<file path="src/rtl/riscv_pkg.sv">
// Shared definitions for the multicycle RV32I core: controller states,
// opcodes and datapath mux/ALU encodings.
package riscv_pkg;

    typedef enum logic [3:0] {
        FETCH    = 4'd0,
        DECODE   = 4'd1,
        MEMADR   = 4'd2,
        MEMREAD  = 4'd3,
        MEMWB    = 4'd4,
        MEMWRITE = 4'd5,
        EXECR    = 4'd6,
        EXECI    = 4'd7,
        ALUWB    = 4'd8,
        JAL      = 4'd9,
        BEQ      = 4'd10
    } ctrl_state_t;

    localparam logic [6:0] OP_LW  = 7'b0000011;
    localparam logic [6:0] OP_SW  = 7'b0100011;
    localparam logic [6:0] OP_R   = 7'b0110011;
    localparam logic [6:0] OP_I   = 7'b0010011;
    localparam logic [6:0] OP_JAL = 7'b1101111;
    localparam logic [6:0] OP_BEQ = 7'b1100011;

    localparam logic [1:0] ALUOP_ADD   = 2'b00;
    localparam logic [1:0] ALUOP_SUB   = 2'b01;
    localparam logic [1:0] ALUOP_FUNCT = 2'b10;

    localparam logic [1:0] RES_ALUOUT    = 2'b00;
    localparam logic [1:0] RES_DATA      = 2'b01;
    localparam logic [1:0] RES_ALURESULT = 2'b10;

    localparam logic [1:0] SRCA_PC    = 2'b00;
    localparam logic [1:0] SRCA_OLDPC = 2'b01;
    localparam logic [1:0] SRCA_RS1   = 2'b10;

    localparam logic [1:0] SRCB_RS2  = 2'b00;
    localparam logic [1:0] SRCB_IMM  = 2'b01;
    localparam logic [1:0] SRCB_FOUR = 2'b10;

    localparam logic [1:0] IMM_I = 2'b00;
    localparam logic [1:0] IMM_S = 2'b01;
    localparam logic [1:0] IMM_B = 2'b10;
    localparam logic [1:0] IMM_J = 2'b11;

endpackage

</file>
<file path="src/rtl/instrdec.sv">
// Immediate-format decode: selects the ImmExt layout from the opcode.
module instrdec
    import riscv_pkg::*;
(
    input  logic [6:0] op,
    output logic [1:0] immsrc
);

    // Opcode to immediate format; I-type layout is the default.
    always_comb begin
        immsrc = IMM_I;
        case (op)
            OP_SW:   immsrc = IMM_S;
            OP_BEQ:  immsrc = IMM_B;
            OP_JAL:  immsrc = IMM_J;
            default: immsrc = IMM_I;
        endcase
    end

endmodule

</file>
<file path="src/rtl/multicycle_ctrl.sv">
// Moore main controller for the multicycle RV32I core: sequences each
// instruction and drives datapath enables, mux selects and aluop.
module multicycle_ctrl
    import riscv_pkg::*;
(
    input  logic       clk,
    input  logic       reset,
    input  logic [6:0] op,
    input  logic       zero,
    output logic       pcwrite,
    output logic       adrsrc,
    output logic       memwrite,
    output logic       irwrite,
    output logic       regwrite,
    output logic [1:0] resultsrc,
    output logic [1:0] alusrca,
    output logic [1:0] alusrcb,
    output logic [1:0] aluop,
    output logic [1:0] immsrc,
    output logic       illegal
);

    ctrl_state_t state_q, state_d;
    logic        pcupdate;
    logic        branch;

    instrdec u_instrdec (
        .op     (op),
        .immsrc (immsrc)
    );

    // State register; reset forces FETCH without waiting for a clock.
    always_ff @(posedge clk or posedge reset) begin
        if (reset) state_q <= FETCH;
        else       state_q <= state_d;
    end

    // Next-state logic; unreachable encodings fall back to FETCH.
    always_comb begin
        state_d = FETCH;
        illegal = 1'b0;
        case (state_q)
            FETCH:  state_d = DECODE;
            DECODE: begin
                case (op)
                    OP_LW, OP_SW: state_d = MEMADR;
                    OP_R:         state_d = EXECR;
                    OP_I:         state_d = EXECI;
                    OP_JAL:       state_d = JAL;
                    OP_BEQ:       state_d = BEQ;
                    default: begin
                        state_d = FETCH;
                        illegal = 1'b1;
                    end
                endcase
            end
            MEMADR:   state_d = (op == OP_LW) ? MEMREAD : MEMWRITE;
            MEMREAD:  state_d = MEMWB;
            MEMWB:    state_d = FETCH;
            MEMWRITE: state_d = FETCH;
            EXECR:    state_d = ALUWB;
            EXECI:    state_d = ALUWB;
            ALUWB:    state_d = FETCH;
            JAL:      state_d = ALUWB;
            BEQ:      state_d = FETCH;
            default:  state_d = FETCH;
        endcase
    end

    // State-decoded datapath controls; anything not set stays 0.
    always_comb begin
        pcupdate  = 1'b0;
        branch    = 1'b0;
        adrsrc    = 1'b0;
        memwrite  = 1'b0;
        irwrite   = 1'b0;
        regwrite  = 1'b0;
        resultsrc = RES_ALUOUT;
        alusrca   = SRCA_PC;
        alusrcb   = SRCB_RS2;
        aluop     = ALUOP_ADD;
        case (state_q)
            FETCH: begin
                irwrite   = 1'b1;
                alusrcb   = SRCB_FOUR;
                resultsrc = RES_ALURESULT;
                pcupdate  = 1'b1;
            end
            DECODE: begin
                alusrca = SRCA_OLDPC;
                alusrcb = SRCB_IMM;
            end
            MEMADR: begin
                alusrca = SRCA_RS1;
                alusrcb = SRCB_IMM;
            end
            MEMREAD: begin
                adrsrc = 1'b1;
            end
            MEMWB: begin
                resultsrc = RES_DATA;
                regwrite  = 1'b1;
            end
            MEMWRITE: begin
                adrsrc   = 1'b1;
                memwrite = 1'b1;
            end
            EXECR: begin
                alusrca = SRCA_RS1;
                alusrcb = SRCB_RS2;
                aluop   = ALUOP_FUNCT;
            end
            EXECI: begin
                alusrca = SRCA_RS1;
                alusrcb = SRCB_IMM;
                aluop   = ALUOP_FUNCT;
            end
            ALUWB: begin
                regwrite = 1'b1;
            end
            JAL: begin
                alusrca  = SRCA_OLDPC;
                alusrcb  = SRCB_FOUR;
                pcupdate = 1'b1;
            end
            BEQ: begin
                alusrca = SRCA_RS1;
                alusrcb = SRCB_RS2;
                aluop   = ALUOP_SUB;
                branch  = 1'b1;
            end
            default: ;
        endcase
    end

    assign pcwrite = pcupdate | (branch & zero);

endmodule
</file>
<file path="config.mk">
export PLATFORM = sky130hd
export DESIGN_NAME = multicycle_ctrl
export DESIGN_NICKNAME = d
export VERILOG_FILES = /design/src/rtl/riscv_pkg.sv /design/src/rtl/instrdec.sv /design/src/rtl/multicycle_ctrl.sv
export SDC_FILE = /design/constraint.sdc
export NUM_CORES = 1
export LEC_CHECK = 0
export ABC_CLOCK_PERIOD_IN_PS = 4100
export CAP_MARGIN = 10
export CORE_AREA = 4 4 43 54
export CTS_CLUSTER_SIZE = 10
export DETAILED_ROUTE_END_ITERATION = 6
export DIE_AREA = 0 0 47 58
export MAX_ROUTING_LAYER = met4
export PLACE_DENSITY = 0.68
export REMOVE_ABC_BUFFERS = 1
export SYNTH_ARGS = -nofsm -noshare
export SYNTH_HDL_FRONTEND = slang
export SYNTH_SLANG_ARGS = --single-unit
</file>
<file path="constraint.sdc">
create_clock -name clk -period 4.1 [get_ports clk]
set_clock_uncertainty 0.2 [all_clocks]
set_input_delay 0.615 -clock clk [delete_from_list [all_inputs] [get_ports clk]]
set_output_delay 0.615 -clock clk [all_outputs]
set_load 0.02 [all_outputs]
</file>
==> run_results.csv <==
group,metric,value,unit
clock_tree,clk_pin_slew,0.04,ns
floorplanning,fp.coreArea,1787,sq um
critical_path,crit_path_start_kind,"input port",
layout,layout.cell_area.non_filler,774.5,sq um
power,pwr-share-seq,18.7,%
power,switchingPower,0.1548,mW
drt,totalWireLength,1.482,mm
power,power.combinational.fraction,66.2,%
clock_tree,post_cts.repair.setup_buffers,0,
floorplanning,die-area,2726,sq um
synthesis,synth_area,520.5,sq um
outcome,outcome,"finished clean",
grt,track_usage,12.00,%
sta,slew_viol_final,0,
layout,layout_commonest_cell,"sky130_fd_sc_hd__clkdlybuf4s50_1",
layout,number_of_flip_flops_under_the_largest_register_name,4,
min_path,holdCritPathClass,"in -> async",
synthesis,synth.avg_cell_area,7.769,sq um
critical_path,crit_path_top_delay_cell,"sky130_fd_sc_hd__clkdlybuf4s50_1",
sta,final.period_utilization,78.94,%
critical_path,worstPathMaxFanout,7,
critical_path,timing.critical_path.mode_cell,"sky130_fd_sc_hd__clkdlybuf4s50_1",
power,p_int,0.1933,mW
clock_tree,cts_repair_resize_count,0,
critical_path,crit-reg2reg-launch,"state_q[2]",
synthesis,synth-edff-count,0,
drt,avgViaCountPerCell,5.598,
grt,grt_start_max_net_pins,19,
layout,area_growth_syn_to_layout,48.80,%
floorplanning,ioPinCount,26,
synthesis,share_of_the_yosys_chip_area_belonging_to_registers,19.23,%
critical_path,worst_r2r_endpoint,"state_q[1]",
clock_tree,number_of_clock_sinks,4,
clock_tree,postCtsHoldBufs,0,
placement,post-place-ws,0.8676,ns
synthesis,synth-seq-cells,4,
placement,dp.final_hpwl,1.031,mm
power,cellLeakagePower,0.3069,nW
critical_path,critical_path_required,3.28,ns
synthesis,synth-async-reset-ratio,100.0,%
grt,global_route_wire_length_before_repair,2.325,mm
sta,rsz0062_at_grt,"no",
grt,antenna_violations_before_repair,0,
synthesis,yosys.cell_types.count,36,
sta,setup_total_negative_slack,0,ns
clock_tree,clock_tree.root_cell,"sky130_fd_sc_hd__clkbuf_4",
placement,place.port_buffers,25,
drt,via_total_after_detailed_routing,599,
floorplanning,die_y,58,um
clock_tree,max-clock-path-buffers,2,
clock_tree,tritoncts.num_buffers,3,
layout,fin_nets,100,
layout,sequential_cell_area,100.1,sq um
power,p_clk_share,15.1,%
sta,timing.final.hold_violations,0,
power,sw_frac_of_total,44.47,%
sta,setup-violations-final,0,
floorplanning,placement_rows,17,
power,power_density,449.4,nW/um^2
critical_path,timing.critical_path.cells,"clkdlybuf4s50_1, and3_1, nor3b_1, clkdlybuf4s50_1",
sta,worst_pin_slew,0.5461,ns
sta,final.hold.worst_slack,0.3564,ns
layout,n_antenna_cell,0,
critical_path,critPathMaxStageDelay,0.67,ns
drt,route.detailed.drc,0,
placement,gp_routability_congestion,0.8828,
critical_path,critical_path_class,"in -> out",
drt,drt_first_pass_iters,4,
clock_tree,tritoncts_clock_tree,"yes",
critical_path,worst-r2r-setup-slack,2.31,ns
placement,place_area,752.0,sq um
grt,grt-ovfl-total,0,
grt,global_route.usage.met1,14.77,%
synthesis,yosys.area.top_type,"sky130_fd_sc_hd__dfrtp_1",
drt,initialDrtViolationCount,13,
synthesis,yosysWarningCount,0,
synthesis,synth.area.top_cells,"sky130_fd_sc_hd__dfrtp_1, sky130_fd_sc_hd__nor3_1, sky130_fd_sc_hd__nor2b_1",
floorplanning,dieWidth,47,um
critical_path,rr_worst_depth,3,
grt,use_met3,3.727,%
grt,grt_busiest_layer,"met2",
critical_path,data_arrival_time_of_the_worst_path,2.42,ns
critical_path,worst_path_dominant_cell_family,"buffers and inverters",
sta,setup_ws,0.8637,ns
layout,top_regs,"state_q (4)",
layout,layout.cells.most_common_list,"sky130_fd_sc_hd__clkdlybuf4s50_1, sky130_fd_sc_hd__nor3_1, sky130_fd_sc_hd__nor2_1",
layout,top_register,"state_q",
grt,gr-usage-met2,17.86,%
floorplanning,initial_core_util,29.13,%
drt,route.antenna.remaining_nets,0,
sta,layout_min_cycle_time,3.236,ns
power,peakVddDrop,0.2548,mV
clock_tree,worstSkewPairLatency,0.24,ns
layout,post_route_cells_drive_above_1_share,7.955,%
clock_tree,htreeDepth,1,
run,timing.max_cap.violations,0,
sta,fmax_achieved,0.3090,GHz
sta,max-slew-margin-rel,63.59,%
critical_path,path_buf_inv,2,
synthesis,synth_top_area_share,19.23,%
drt,wl_per_cell,13.85,um
layout,layout.filler_cells,196,
layout,multi_input_comb_area,370.4,sq um
critical_path,critPathCaptureType,"output pin",
grt,first_global_vias,576,
synthesis,most_instantiated_flip_flop_cell_in_the_synthesis_netlist,"sky130_fd_sc_hd__dfrtp_1",
synthesis,synthCells,67,
-- kinds of logic after synthesis --
kind of cell / share of synthesized area (%)
compound gates: 25.00
flops: 19.23
buf+inv: 9.616
xor+xnor: 5.049
simple gates: 41.11
-- worst max path at each step --
stage / to / slack, ns / cells past startpoint / from
CTS: immsrc[1] / 0.86 / 4 / op[6]
floorplan: irwrite / 1.45 / 1 / state_q[2]
detailed placement: immsrc[1] / 0.87 / 4 / op[6]
finish: immsrc[1] / 0.86 / 4 / op[6]
global route: immsrc[1] / 0.76 / 4 / op[6]
global placement: immsrc[1] / 0.94 / 4 / op[6]
-- cell usage after synthesis, types with 2 or more instances --
cell / n
sky130_fd_sc_hd__xnor2_1: 2
sky130_fd_sc_hd__nand2_1: 3
sky130_fd_sc_hd__nor3_1: 6
sky130_fd_sc_hd__a21o_1: 3
sky130_fd_sc_hd__a21oi_1: 4
sky130_fd_sc_hd__buf_2: 4
sky130_fd_sc_hd__inv_1: 2
sky130_fd_sc_hd__nand2b_1: 2
sky130_fd_sc_hd__nor4_1: 2
sky130_fd_sc_hd__a211oi_1: 2
sky130_fd_sc_hd__nor2b_1: 4
sky130_fd_sc_hd__and2_1: 2
sky130_fd_sc_hd__dfrtp_1: 4
sky130_fd_sc_hd__nor2_1: 5
-- worst register-to-register path: stages (launching register included) --
cell and delay, ns:
sky130_fd_sc_hd__dfrtp_1 0.57, sky130_fd_sc_hd__or4b_4 0.64, sky130_fd_sc_hd__a21o_1 0.19, sky130_fd_sc_hd__a21oi_2 0.11
-- power groups by stage --
stage	clock network, mW	logic (mW)	registers [mW]
floorplan	0	0.132	0.0596
global placement	0	0.231	0.0651
detailed placement	0	0.230	0.0652
CTS	0.0544	0.232	0.0650
global route	0.0574	0.249	0.0677
finish	0.0526	0.230	0.0652
-- layout make-up --
cell class	count	area share, %
timing repair buffer	25	32.31
sequential	4	12.92
inverter	2	0.9693
multi-input combinational	54	47.82
clock buffer	3	2.908
tap	19	3.069
-- routing by layer --
layer  vias up  part of all wire, %  routed length [um]
met5         -                    0                   0
met3         2                  8.6                 127
met4         0                  1.3                  19
met1       280                   47                 693
met2        29                   43                 641
li1        288                    -                   -
-- through the flow --
step	cells	power, mW	utilization (%)
2_1_floorplan	60	0.1913	-
3_3_place_gp	104	0.2958	42.09
3_5_place_dp	104	0.2951	42.09
4_1_cts	107	0.3517	43.35
5_1_grt	107	0.3737	43.35
6_report	107	0.3481	43.35
Note: power is estimated with default switching activity, not from simulation.
